[src/rtl/param_reg_file.sv]
// Parameterised ARM-style register bank with three read ports, one write port,
// a dedicated PC (load / increment / read offset) and an NZCV flags register.
//
// Ports:
//   Clk, RESET                  clock, async active-high reset
//   LOAD, wr_sel, wr_data       general register write
//   LOADPC, pc_in, pc_inc       PC branch load and auto-increment
//   rn_sel/rm_sel/rs_sel        combinational read indices
//   Rn, Rm, Rs                  read data (PC index returns PC + PC_READ_OFS)
//   PCout                       raw PC value
//   flags_we, flags_in          NZCV write
//   flags_out                   stored NZCV
module param_reg_file #(
    parameter int WIDTH       = 32,
    parameter int NREGS       = 16,
    parameter int SEL_W       = 4,
    parameter int PC_IDX      = 15,
    parameter int PC_INC      = 4,
    parameter int PC_READ_OFS = 8,
    parameter int BYPASS      = 1
) (
    input  logic             Clk,
    input  logic             RESET,
    input  logic             LOAD,
    input  logic [SEL_W-1:0] wr_sel,
    input  logic [WIDTH-1:0] wr_data,
    input  logic             LOADPC,
    input  logic [WIDTH-1:0] pc_in,
    input  logic             pc_inc,
    input  logic [SEL_W-1:0] rn_sel,
    input  logic [SEL_W-1:0] rm_sel,
    input  logic [SEL_W-1:0] rs_sel,
    output logic [WIDTH-1:0] Rn,
    output logic [WIDTH-1:0] Rm,
    output logic [WIDTH-1:0] Rs,
    output logic [WIDTH-1:0] PCout,
    input  logic             flags_we,
    input  logic [3:0]       flags_in,
    output logic [3:0]       flags_out
);

    generate
        if (((1 << SEL_W) != NREGS) || (PC_IDX >= NREGS) || (NREGS < 4)
            || (NREGS > 64)) begin : g_bad_cfg
            $error("param_reg_file: inconsistent NREGS/SEL_W/PC_IDX");
        end
    endgenerate

    localparam logic [SEL_W-1:0] LP_PC  = SEL_W'(PC_IDX);
    localparam logic [WIDTH-1:0] LP_INC = WIDTH'(PC_INC);
    localparam logic [WIDTH-1:0] LP_OFS = WIDTH'(PC_READ_OFS);
    localparam bit               LP_BYP = (BYPASS != 0);

    logic [WIDTH-1:0] r_regs [NREGS];
    logic [WIDTH-1:0] r_pc;
    logic [3:0]       r_flags;

    logic w_wr_pc;
    logic w_wr_gpr;
    logic w_byp_en;

    assign w_wr_pc  = LOAD && (wr_sel == LP_PC);
    assign w_wr_gpr = LOAD && (wr_sel != LP_PC);
    // Forwarding is suppressed during reset so the ports read as cleared.
    assign w_byp_en = LP_BYP && w_wr_gpr && !RESET;

    // The PC slot of r_regs is never written; PC reads come from r_pc.
    always_ff @(posedge Clk or posedge RESET) begin
        if (RESET) begin
            for (int i = 0; i < NREGS; i++) begin
                r_regs[i] <= '0;
            end
        end else if (w_wr_gpr) begin
            r_regs[wr_sel] <= wr_data;
        end
    end

    // Branch load beats an ALU write to the PC index, which beats increment.
    always_ff @(posedge Clk or posedge RESET) begin
        if (RESET) begin
            r_pc <= '0;
        end else if (LOADPC) begin
            r_pc <= pc_in;
        end else if (w_wr_pc) begin
            r_pc <= wr_data;
        end else if (pc_inc) begin
            r_pc <= r_pc + LP_INC;
        end
    end

    always_ff @(posedge Clk or posedge RESET) begin
        if (RESET) begin
            r_flags <= '0;
        end else if (flags_we) begin
            r_flags <= flags_in;
        end
    end

    function automatic logic [WIDTH-1:0] f_read(input logic [SEL_W-1:0] sel);
        if (sel == LP_PC) begin
            return r_pc + LP_OFS;
        end else if (w_byp_en && (sel == wr_sel)) begin
            return wr_data;
        end else begin
            return r_regs[sel];
        end
    endfunction

    always_comb begin
        Rn = f_read(rn_sel);
        Rm = f_read(rm_sel);
        Rs = f_read(rs_sel);
    end

    assign PCout     = r_pc;
    assign flags_out = r_flags;

endmodule

[config.mk]
export PLATFORM = sky130hd
export DESIGN_NAME = param_reg_file
export DESIGN_NICKNAME = d
export VERILOG_FILES = /design/src/rtl/param_reg_file.sv
export SDC_FILE = /design/constraint.sdc
export NUM_CORES = 1
export LEC_CHECK = 0
export CAP_MARGIN = 40
export CORE_MARGIN = 5
export CORE_UTILIZATION = 25
export DETAILED_ROUTE_END_ITERATION = 8
export HOLD_SLACK_MARGIN = 0.12
export SYNTH_ARGS = -nofsm -noshare
export SYNTH_HDL_FRONTEND = slang
export SYNTH_SLANG_ARGS = --single-unit
[constraint.sdc]
create_clock -name Clk -period 52 [get_ports Clk]
set_input_delay 10.4 -clock Clk [delete_from_list [all_inputs] [get_ports Clk]]
set_output_delay 10.4 -clock Clk [all_outputs]
set_load 0.005 [all_outputs]
# Word-level counts from Yosys, hierarchy flattened
# Index checks and enable logic that the tools add are counted.
[word_totals] inputBits=90 ff_bits=548 word_cells=67 out_inout_bits=132
[classes] n_bitwise=4 n_reduce_logical=9 muxes=21 n_eq_ne=8 n_addsub=2 order_cmp=5
[ops] operator="$bwmux W512" count=1
[ops] operator="$mux W32" count=16
[ops] operator="$bmux W32 S4" count=3
[ops] operator="$demux W32 S4" count=1
[ops] operator="$add A32 B3 Y32 const B" count=1
[ops] operator="$add A32 B4 Y32 const B" count=1
[ops] operator="$ge A5 B5 Y1 const B" count=4
[ops] operator="$not A4 Y5" count=4
[ops] operator="$eq A4 B4 Y1 const B" count=4
[ops] operator="$eq A4 B4 Y1" count=3
[ops] operator="$logic_and A1 B1 Y1" count=7
[ops] operator="$lt A5 B1 Y1 const B" count=1
[ops] operator="$ne A4 B4 Y1 const B" count=1
[ops] operator="$reduce_bool A3 Y1" count=1
[ops] operator="$logic_not A1 Y1" count=1

# Longest topological paths before layout
# Gate-level depths: netlist of the first run.
[logic_depth] depth_word=6 ltp_mapped=9 ltp_nobuf=6

# Least setup slack after synthesis of the first run
# OpenSTA, ideal clock, no wires.
[synth_timing] kind="input-to-output" start="input rm_sel[0]" end="output Rm[10]" slack_ns=29.551 cell_stages=7 arrival_ns=12.049 required_time_ns=41.600 n_path_buf=3 cell_sequence="buf_2 > buf_6 > buf_2 > mux4_2 > mux2_2 > a21oi_1 > o221ai_1"
[synth_via] elab_chain_cells=6 elab_cells_between_ends=9
[synth_lines] element="from (decl)" line="31" text="input logic [SEL_W-1:0] rm_sel,"
[synth_lines] element="$not A4 Y5 (implied by the code)" line="105" text="return r_regs[sel];"
[synth_lines] element="$bmux W32 S4" line="105"
[synth_lines] element="$mux W32 (implied by the code) (2 in series)" line="105"
[synth_lines] element="$mux W32" line="102" text="end else if (w_byp_en && (sel == wr_sel)) begin"
[synth_lines] element="$mux W32 *" line="100" text="if (sel == LP_PC) begin"
[synth_lines] element="to (decl)" line="34" text="output logic [WIDTH-1:0] Rm,"
# Every way passes the cells marked *; elsewhere a longest branch is shown, timed or not. The select of a mux whose other input is x is not followed.

# Final worst setup path of the first run
[layout_timing] start="input LOAD" end="output Rn[28]"
[layout_via] elab_chain_cells=5
[layout_lines] element="from (decl)" line="24" text="input logic LOAD,"
[layout_lines] element="$logic_and A1 B1 Y1" line="63" text="assign w_wr_gpr = LOAD && (wr_sel != LP_PC);"
[layout_lines] element="$logic_and A1 B1 Y1" line="65" text="assign w_byp_en = LP_BYP && w_wr_gpr && !RESET;"
[layout_lines] element="$logic_and A1 B1 Y1" line="102"
[layout_lines] element="$mux W32" line="102"
[layout_lines] element="$mux W32" line="100"
[layout_lines] element="to (decl)" line="33" text="output logic [WIDTH-1:0] Rn,"
# No other way between the ends.

==> results.md, run 1 <==
- The average instance in the mapped netlist occupies between 10 and 15 um2.
- Counting along the longest clock path gives a buffer depth of 3.
- In this run, the number of DRC markers left after iteration 0 of detailed routing was 2809.
- At the end of the flow, the number of nets in the layout was ~2700.
- CTS built an H-tree with a depth of 3.
- At the later pin of the worst-skew pair, clock insertion delay measures about 0.64 ns.
- The total number of yosys warnings is 0.
- The number of max-slew violations in the final report was 0.
- The count of nets left with antenna violations once routing finished came out at 0.
- Data on the critical path is required at its endpoint by between 40 and 50 ns.
- The horizontal die dimension is roughly 380 um.
- The clock net sink count is roughly 550.
- Buffers added to address setup during post-CTS repair amount to 0.
- The final setup violation count is 0.
- The wire length of the first global-routing pass is 191000 um.
- The initial antenna violation count is 13.
- The cell area that synthesis handed to floorplanning was about 0.035 mm2.
- In the routed design, unresolved DRC markers number 0.
- Summed over all cells, the static leakage comes to roughly 16 nW.
- The hold buffer count at CTS is 0.
- Summed over all nets, wire length on met2 after detailed routing comes to between 60000 and 70000 um.
- Pin placement for this block handled roughly 220 I/O pins.
- The final cycle utilization of the critical path is approximately half.
- After clock tree synthesis, the clock-pin slew on the worst setup and hold paths is around 0.06 ns.
- The number of filler cells placed in the layout is between 10000 and 15000.
- In the routed layout, each cell is associated on average with a via count of ~5.6.
- The critical path arrival is approximately 15 ns.
- For the pin with the worst max-slew slack, the measured transition is between 1 and 1.5 ns.
- The number of max-capacitance violations reported is 0.
- The placed instances occupy a cell area of 0.0391 mm2.
- The cell repeated most along the worst path is sky130_fd_sc_hd__clkdlybuf4s50_1.
- The final critical-path required period is 25.12 ns.
- The number of register bits inferred by synthesis is 548.
- The share of final-layout standard cells stronger than drive strength 1 is between 40% and 50%.
- Dividing the detail-routed wire length by the instance count gives slightly below 30 um.
- The number of standard cells in the layout, taps in and fillers out is ~4600.
- In the final routing, the length of wire on met1 measures ~51000 um.
- From synthesis to final layout, the design area changed by 18.4%.
- Hold is met by about 0.41 ns.
- The largest stage delay on the critical path is about 0.67 ns.
- The worst vdd rail ir drop is just over 0.00002 V.
- The largest driver fanout on the critical path is 41.
- The count of final hold-check violations is 0.
- In this run the standard cell core region covers ~0.14 mm2.
- The number of buffer cells added on primary ports is between 200 and 250.
- The flow ran to the end, and the final reports show no timing, DRC or antenna violations.
- Setup repair after global routing left no endpoint under its margin.
- The area of the die is approximately 0.15 mm2.
- The sequential cell area fraction in the yosys report is around 39%.
- The initial utilization of the core area, before any placement, comes to between 20% and 30%.
- After detailed routing, the met3 layer carries about 15000 um of wire.
- The root buffer cell chosen for the clock tree is sky130_fd_sc_hd__clkbuf_16.
- Clock tree synthesis inserted a total of 68 buffers.
- The remaining global-route overflow is 0.
- Once the clock tree was built, the resizer swapped 0 gates to a different size.
- The highest layer used for signal routing is met5.
- At the end of routability-driven placement, the weighted congestion stood at 0.844.
- The timing-limited maximum frequency is 39.8 MHz.
- The count of cell types in the netlist is 54.
- The total power density per cell area is ~37 mW/mm2.
- The number of placed instances, taps included, is between 4000 and 5000.
- The worst setup path is launched from an input pin.
- After detailed routing, the total wire length is ~130000 um.
- The post-synthesis instance total is 2612.
- Walking the worst path, the cells encountered are clkdlybuf4s50_1 > nor2b_1 > nand2_1 > nor3_2 > buf_4 > nor2_1 > a221oi_1 > clkdlybuf4s50_1.
- The worst setup path is captured at a primary output.
- The kind of cell adding the most delay to the critical path is buffers and inverters.
- The floorplan step set the die height to 384 um.
- When the netlist entered floorplanning its net count stood at between 2000 and 3000.
- The half-perimeter wire length after detailed placement is 87600 um.
- The floorplan has around 140 rows.
- The final setup skew is between 0.01 and 0.015 ns.
- The pin count of the biggest net entering global routing is approximately 160.
- The CTS tree is done.
- The number of optimization iterations in the first detailed-route pass is 5.
- On the critical path, the stage with the largest delay is an instance of sky130_fd_sc_hd__clkdlybuf4s50_1.
- The path type of the worst min-delay path is reg2reg.
- The setup TNS after final layout is 0 ns.
- The buffers plus inverters on the worst setup path is 3.
- After routing the design area is slightly above 0.04 mm2.
- Measured against its own limit, the worst slew margin works out to ~30%.
- The critical path class is in2out.
- The via count of the routed design is about 26000.
- For this run, the total global-route usage over all layers was measured as between 10% and 20%.
- The via count of the first global-routing pass is around 26000.
==> synthesized netlist by cell type (all sizes together) <==
master   instances  share of area (%)
dfrtp          548                 39
mux2           506                 16
mux4           385                 25
clkbuf         191                2.1
buf            153                2.3
nand2          110                1.2
nor2           103                1.1
o22ai           75                1.3
o221ai          72                1.8
a21oi           62               0.91
mux2i           36                1.0
xor2            34               0.85
or3             31               0.56
xnor2           30               0.75
nand4           29               0.61
nor3            29               0.42
o22a            28               0.70
a211oi          24               0.52
a22oi           18               0.39
o21ai           17               0.24
a221oi          16               0.45
nand3           15               0.24
nand2b          13               0.23
nor3b           12               0.26
nor2b           11               0.20
a221o           10               0.29
nor4             7               0.23
or2              7               0.13
a211o            6               0.15
and3             6               0.11
inv              6              0.064
a31oi            5              0.090
a2bb2oi          3              0.075
nand3b           3              0.064
o211ai           3              0.064
ha               2              0.072
a311oi           1              0.025
a41oi            1              0.025
and4b            1              0.029
o2bb2ai          1              0.025
o31ai            1              0.021
or4              1              0.032
==> area by class of cell <==
| cell class | count | area (um2) | share of cell area [%] |
|---|---|---|---|
| sequential | 548 | 13700 | 33.1 |
| antenna | 5 | 12.5 | 0.0302 |
| timing repair buffer | 314 | 3140 | 7.58 |
| inverter | 6 | 30.0 | 0.0726 |
| clock buffer | 101 | 2120 | 5.13 |
| tap | 1876 | 2350 | 5.67 |
| multi-input combinational | 1714 | 19800 | 47.9 |
| clock inverter | 18 | 176 | 0.426 |
==> power breakdown <==
part | internal [mW] | leakage, nW | switching, mW
Clock | 0.297 | 1.15 | 0.196
Sequential | 0.517 | 6.76 | 0.0932
Combinational | 0.262 | 7.80 | 0.171
==> metal layers <==
layer	vias up	global-route usage, %
li1	10300	-
met1	13600	22.4
met2	1357	28.0
met3	229	6.16
met4	6	5.91
met5	-	0
==> cells in the final DEF, fill, tap and decap left out, types with 30 or more instances in the layout <==
master,instances
sky130_fd_sc_hd__dfrtp_1,548
sky130_fd_sc_hd__mux2_2,496
sky130_fd_sc_hd__mux4_2,385
sky130_fd_sc_hd__clkdlybuf4s50_1,210
sky130_fd_sc_hd__nand2_1,106
sky130_fd_sc_hd__nor2_1,90
sky130_fd_sc_hd__buf_4,80
sky130_fd_sc_hd__o22ai_1,75
sky130_fd_sc_hd__clkbuf_16,73
sky130_fd_sc_hd__o221ai_1,72
sky130_fd_sc_hd__a21oi_1,60
sky130_fd_sc_hd__mux2i_1,36
sky130_fd_sc_hd__xor2_1,34
sky130_fd_sc_hd__xnor2_1,30
==> cell families (layout without fill, tap and decap cells) <==
logic type	count (synthesis)	count (layout)	synth area share, %
other cells	0	5	0
fa+ha+maj	2	2	0.0716
simple gates	378	378	5.39
buf+inv	350	439	4.42
flops	548	548	39.2
compound gates	343	343	7.12
mux	927	927	42.2
xor+xnor	64	64	1.60
==> worst register-to-register path: stages, from the launching register on <==
cell,delay (ns)
sky130_fd_sc_hd__dfrtp_1,0.60
sky130_fd_sc_hd__buf_4,0.37
sky130_fd_sc_hd__ha_1,0.25
sky130_fd_sc_hd__nand3_1,0.24
sky130_fd_sc_hd__nor4_4,0.52
sky130_fd_sc_hd__nor3b_1,0.37
sky130_fd_sc_hd__xor2_1,0.19
sky130_fd_sc_hd__a2bb2oi_1,0.16
==> sequential cells by signal, indices dropped and copies added, names as in the netlist <==
signal / count
flags_out: 4
r_regs: 512
PCout: 32
==> through the flow <==
step,utilization [%],total power [mW],setup slack [ns]
2_1_floorplan,-,0.886,26.28
3_3_place_gp,27.8,1.03,26.78
3_5_place_dp,28.1,1.05,26.82
4_1_cts,29.7,1.54,26.82
5_1_grt,29.7,1.60,26.71
6_report,29.7,1.54,26.88
==> final timing paths <==
path                       startpoint           end  slack [ns]  cells after the start
max                              LOAD        Rn[28]       26.88                      8
min                         r_regs[0]     r_regs[0]        0.41                      0
max reg2reg                  PCout[2]     PCout[22]       49.23                      7
min reg2reg                 r_regs[0]     r_regs[0]        0.41                      0
max in group asynchronous       RESET     PCout[14]       39.41                      4
min in group asynchronous       RESET  flags_out[1]       10.27                      2
Power figures use the tool's default switching activity.
==> inputs of run 2 (changes only) <==
Clock period 52 ns to 21 ns, I/O delays scaled along.
==> run 2 against run 1 <==
Die area unchanged. Register-to-register slack worse by 31 ns. Global-route usage up 0.10 points. First-iteration DRC count up 2.1%. Clock skew up 0.012 ns. Total power up 150%. Clock power up 150%. Sequential power up 150%. Critical path type unchanged.
==> results.md, run 2 (synthesis results as in run 1) <==
- The run finished with clean final reports.
- The synthesis-to-finish area growth is 18.3%.
- The final setup violation count is 0.
- Measured against its own limit, the worst slew margin works out to between 30% and 40%.
- Setup slack closes at between 8 and 9 ns.
- After floorplanning, the core was divided into 137 placement rows.
- The clock passes through at most 3 buffers.
- Data arrives at the worst endpoint at 8.58 ns.
- The worst-case IR drop observed on VDD is just over 0.00005 V.
- The post-detailed-route DRC marker count is 0.
- The clock input transition at the sequential cells of the worst setup and hold paths is 0.06 ns.
- The number of buffer cells added on primary ports is around 220.
- The via count of the first global-routing pass was between 20000 and 30000.
- The capture instance of the worst register-to-register path is PCout[21].
- CTS built an H-tree with a depth of 3.
- The detailed router finished its first iteration with ~2900 violations.
- The worst hold slack is 0.411 ns.
- The number of max-slew violations in the final report is 0.
- The final layout contains between 2000 and 3000 nets.
- For this run, the detailed router's first-pass iteration total came to 5.
- The remaining global-route overflow is 0.
- Fill cells in the final layout number 14100.
- Buffers inserted during clock tree synthesis total 67.
- The static leakage is roughly 16 nW.
- The slowest stage of the critical path is the sky130_fd_sc_hd__clkdlybuf4s50_1 cell.
- The hold path endpoint is r_regs[4].
- The largest driver fanout on the critical path is between 40 and 50.
- TritonCTS built the clock tree.
- The setup TNS after final layout is 0 ns.
- Of the cells placed in the final design, the portion with a size suffix greater than 1 is 42.2%.
- The area taken by flip-flops and latches is about 0.014 mm2.
- The die is 384 um tall.
- At the worst endpoint, the required time is between 15 and 20 ns.
- The final design area excluding fillers is 0.0413 mm2.
- The timing-limited maximum frequency is 78.2 MHz.
- The final cycle utilization of the critical path is between 60% and 70%.
- The worst setup slack before clock tree synthesis is 8.23 ns.
- The worst reg2reg path depth is 7.
- The register with the most flip-flops is r_regs.
- The via count of the routed design is 25700.
- The setup slack of the worst register-to-register path is 18.24 ns.
- Dividing total power by cell area gives a power density of 92.3 mW/mm2.
- The path type of the worst min-delay path is reg2reg.
- Leaving out fill and tap cells, the most frequent cell in the layout is sky130_fd_sc_hd__dfrtp_1.
- The total area inside the core boundary comes to roughly 0.14 mm2.
- The count of final hold-check violations is 0.
- In the final routed layout, each cell accounts on average for 29.1 um.
- The clock period could shrink to between 10 and 15 ns.
- The initial antenna violation count came to 15.
- After clock tree synthesis, the flow added hold-fix buffers numbering 0.
- The final core utilization is around 30%.
- The register with the most flip-flops in the layout has just over 500 of them.
- The overall global routing resource usage is between 10% and 20%.
- The first global-routing pass estimated roughly 190000 um of wire.
- Setup repair after global routing left no endpoint under its margin.
- The detail route stage leaves a number of antenna-violating nets equal to 0.
- The clock net sink count is between 500 and 600.
- The critical path class is in2out.
- The sum of routed wire length over all layers is about 130000 um.
- The critical path goes through clkdlybuf4s50_1 > nor2b_1 > nand2_1 > nor3_2 > buf_4 > nor2_1 > a221oi_1 > clkdlybuf4s50_1.
- The number of gates resized after cts is 0.
- The combined area of the multi-input logic cells is 0.0198 mm2.
- The horizontal die dimension is around 380 um.
- Pin placement for this block handled 222 I/O pins.
- In this run the post-CTS setup repair buffer count came out at 0.
- The weighted congestion at the end of routability-driven global placement is roughly 0.84.
- The worst hold path passes through 0 cells.
- The number of max-capacitance violations reported is 0.
- The largest stage delay on the critical path is 0.67 ns.
- The startpoint class of the critical path is an input pin.
- After legalization and detailed placement, the total HPWL measured about 88000 um.
- Clock tree synthesis selected as its root buffer the cell sky130_fd_sc_hd__clkbuf_16.
- The pin count of the biggest net entering global routing is roughly 160.
- The library cells used most frequently in the layout, excluding fill and tap cells, are sky130_fd_sc_hd__dfrtp_1 (548), sky130_fd_sc_hd__mux2_2 (496), sky130_fd_sc_hd__mux4_2 (385), sky130_fd_sc_hd__clkdlybuf4s50_1 (210), sky130_fd_sc_hd__nand2_1 (106).
- The worst setup path is captured at a primary output.
- The die covers between 0.1 and 0.15 mm2.
- In this run the critical register-to-register path is launched from PCout[3].
- The cell repeated most along the worst path is sky130_fd_sc_hd__clkdlybuf4s50_1.
- The via density per instance is 5.62.
- Once the floorplan was initialized, standard cells occupied around a quarter of the core.
- The area after detailed placement is slightly below 0.04 mm2.
- The clock reaches the later pin of the worst-skew pair after ~0.64 ns.
- In this run the most critical hold path is launched from r_regs[4].
- The final setup skew is 0.0227 ns.
- At the pin with the least slew margin, the transition time is about 1.0 ns.
[run 2: power by group]
part	switching (mW)	leakage (nW)	internal (mW)	total [mW]
Clock	0.490	1.11	0.740	1.23
Sequential	0.235	6.76	1.28	1.51
Combinational	0.424	7.79	0.649	1.07
Total	1.15	15.7	2.67	3.82
[run 2: critical path: cells and delay by family]
family,cells,cell delay [ns]
buf+inv,3,1.92
simple gates,4,1.81
compound gates,1,0.61
[run 2: area by class of cell]
type / instances / share of cell area, %
Clock inverter: 22 / 0.778
Multi-Input combinational cell: 1714 / 48.0
Sequential cell: 548 / 33.2
Clock buffer: 93 / 4.74
Timing Repair Buffer: 312 / 7.56
Tap cell: 1876 / 5.68
Antenna cell: 7 / 0.0424
Inverter: 6 / 0.0726
[run 2: worst max path at each step]
stage / startpoint / to / slack [ns] / cells after the start
global route: LOAD / Rn[30] / 8.20 / 8
detailed placement: LOAD / Rn[24] / 8.23 / 8
finish: LOAD / Rn[30] / 8.22 / 8
CTS: LOAD / Rn[24] / 8.24 / 8
global placement: rs_sel[0] / Rs[29] / 8.17 / 9
floorplan: RESET / PCout[0] / 1.48 / 1
[run 2: stage by stage]
stage / power (mW) / cells
2_1_floorplan: 2.19 / 2612
3_3_place_gp: 2.56 / 4434
3_5_place_dp: 2.59 / 4456
4_1_cts: 3.83 / 4571
5_1_grt: 3.98 / 4572
6_report: 3.82 / 4578
[run 2: layer usage]
| layer | wire length, um | part of all wire (%) | GRT usage (%) |
|---|---|---|---|
| met4 | 4990 | 3.8 | 6.64 |
| met2 | 61300 | 46 | 27.7 |
| met3 | 14900 | 11 | 5.54 |
| met1 | 51900 | 39 | 23.0 |
| met5 | 7 | 0.0053 | 0 |
==> inputs of run 3 (changes only) <==
Clock period 21 ns to 10.9 ns, I/O delays scaled along.
==> run 3 against run 2 <==
Critical path depth unchanged. Non-clock buffer count rose by 2. Via count down 0.12%. Count of clock-buffer cells in the layout grew 1. Setup slack got worse by 5.4 ns. Die area did not move. Sequential share of layout area fell by 0.053 points. Final cell count barely moved. Final area rose by 0.16%. First-iteration DRC count is 5.4% higher. Clock skew grew 0.00081 ns. Hold slack better by 0.0014 ns. Critical endpoint is now Rs[31]. Largest power group unchanged.
==> results.md, run 3 (synthesis results as in run 1) <==
- The flow ran to the end, and the final reports show no timing, DRC or antenna violations.
- The worst reg2reg path depth is 7.
- The worst setup path is captured at a primary output.
- The remaining global-route overflow is 0.
- The static leakage is between 15 and 20 nW.
- Clock tree synthesis found a total of 548 sinks.
- The final core utilization is between 20% and 30%.
- The register with the most flip-flops in the layout has 512 of them.
- The final cycle utilization of the critical path is about three quarters.
- The count of nets left with antenna violations once routing finished came out at 0.
- Derived from the worst setup path, the maximum achievable clock frequency is between 100 and 150 MHz.
- The final design area excluding fillers is about 0.041 mm2.
- For the worst setup path, the data required time is 8.72 ns.
- The critical path class is in2out.
- Once the floorplan was initialized, standard cells occupied 25.1% of the core.
- In the final routed layout, each cell accounts on average for a little under 30 um.
- The post-detailed-route DRC marker count is 0.
- Setup violations remaining at the end of the flow were counted as 0.
- After routing, the total negative slack on setup checks comes to 0 ns.
- In this run the tool buffered the top-level ports with between 200 and 250 buffer cells.
- The clock input transition at the sequential cells of the worst setup and hold paths is approximately 0.060 ns.
- The clock reaches the later pin of the worst-skew pair after roughly 0.67 ns.
- The number of DRC violations after detailed-routing iteration 0 is between 3000 and 4000.
- The path class of the tightest hold or removal check is reg2reg.
- The worst max-slew margin expressed relative to the limit is 32.6%.
- ~220 I/O pins were placed.
- Routability-driven placement finished with a final weighted congestion of roughly 0.85.
- Entering global routing, the biggest net connects around 170 pins.
- The net count of the finished layout is about 2700.
- For this block, the routed nets add up to 134000 um of wire.
- The critical path arrival is between 5 and 6 ns.
- The depth of the CTS H-tree is 3.
- The cell depth of the worst hold path is 0.
- Setup repair after global routing left no endpoint under its margin.
- VDD sags by at most 0.000116 V.
- The register with the most flip-flops is r_regs.
- The initial antenna violation count is 15.
- The via count of the first global-routing pass was roughly 26000.
- Once the clock tree was built, the resizer swapped 0 gates to a different size.
- The final critical-path required period is just over 8 ns.
- The number of max-slew violations in the final report came to 0.
- The horizontal die dimension is 384 um.
- The count of final hold-check violations is 0.
- Counting along the longest clock path gives a buffer depth of 3.
- In this run the core area contains ~140 standard-cell rows.
- The transition time at the pin with the least slew margin is between 1 and 1.5 ns.
- The die is 384 um tall.
- Summing all placed instances gives a cell area of between 0.03 and 0.04 mm2.
- The area growth from synthesis to layout is 18.5%.
- TritonCTS built the clock tree.
- After clock tree synthesis, the flow added hold-fix buffers numbering 0.
- On the final layout, the worst clock skew is around 0.024 ns.
- The die covers around 0.15 mm2.
- Summing over every cut layer, the via total after detailed routing is about 26000.
- The number of optimization iterations in the first detailed-route pass is 6.
- After detailed routing, the number of vias per cell comes to 5.61.
- The area of the core is 0.139 mm2.
- In this run the clock root is driven by a sky130_fd_sc_hd__clkbuf_16.
- The half-perimeter wire length after detailed placement is 88900 um.
- Max-cap violations in this run came to 0.
- The most common library cell in the layout ignoring fill and taps is sky130_fd_sc_hd__dfrtp_1.
- TritonCTS created 67 clock buffers.
- The wire length of the first global-routing pass is roughly 190000 um.
- The post-route netlist has approximately 42% of its cells at a drive strength greater than 1.
- The startpoint class of the critical path is an input pin.
- The number of buffers inserted to repair setup after CTS is 0.
- Along the worst path, the maximum fanout reaches 17.
- Global routing consumed, over all layers together, roughly 18% of the routing resources.
- The top cell types in the final layout, fill and taps aside, are sky130_fd_sc_hd__dfrtp_1 (548), sky130_fd_sc_hd__mux2_2 (496), sky130_fd_sc_hd__mux4_2 (385), sky130_fd_sc_hd__clkdlybuf4s50_1 (210), sky130_fd_sc_hd__nand2_1 (106).
- Dividing total power by cell area gives a power density of 179 mW/mm2.
## run 3: layer usage
metal | wire [um] | GRT usage, %
met3 | 14300 | 5.52
met4 | 4660 | 6.45
met5 | 92 | 0
met1 | 54300 | 23.7
met2 | 61100 | 27.5
## run 3: path summary, 6_finish.rpt
path / startpoint / endpoint / slack [ns]
min in group asynchronous: RESET / PCout[13] / 2.25
min: r_regs[16] / r_regs[16] / 0.41
max: rs_sel[3] / Rs[31] / 2.83
max reg2reg: PCout[3] / PCout[15] / 8.23
max in group asynchronous: RESET / r_regs[121] / 6.73
min reg2reg: r_regs[16] / r_regs[16] / 0.41
## run 3: area by class of cell
type	instances	area, um2
Sequential cell	548	13700
Timing Repair Buffer	314	3140
Antenna cell	3	7.51
Clock inverter	27	387
Multi-Input combinational cell	1714	19800
Tap cell	1876	2350
Clock buffer	94	1960
Fill cell	14000	97800
Inverter	6	26.3
## run 3: power by group
part | switching, mW | leakage (nW) | internal [mW] | total, mW
clock | 0.985 | 1.15 | 1.41 | 2.40
combinational | 0.861 | 7.79 | 1.25 | 2.11
sequential | 0.447 | 6.76 | 2.47 | 2.91
## run 3: critical path, cell delays in order
cell,delay (ns)
sky130_fd_sc_hd__clkdlybuf4s50_1,0.83
sky130_fd_sc_hd__nand2b_2,0.71
sky130_fd_sc_hd__buf_4,0.42
sky130_fd_sc_hd__o22ai_1,0.17
sky130_fd_sc_hd__nor2_1,0.29
sky130_fd_sc_hd__nor3_1,0.09
sky130_fd_sc_hd__a211oi_1,0.54
sky130_fd_sc_hd__clkdlybuf4s50_1,0.64
## run 3: stage by stage
stage / setup slack (ns) / power, mW / cells / hold slack [ns]
after global routing: 2.85 / 7.73 / 4580 / 0.426
final: 2.83 / 7.42 / 4582 / 0.412
after global placement: 2.70 / 4.98 / 4438 / 0.392
after floorplan: 1.26 / 4.23 / 2612 / 0.456
after detailed placement: 2.90 / 5.03 / 4455 / 0.401
after CTS: 2.87 / 7.45 / 4576 / 0.414
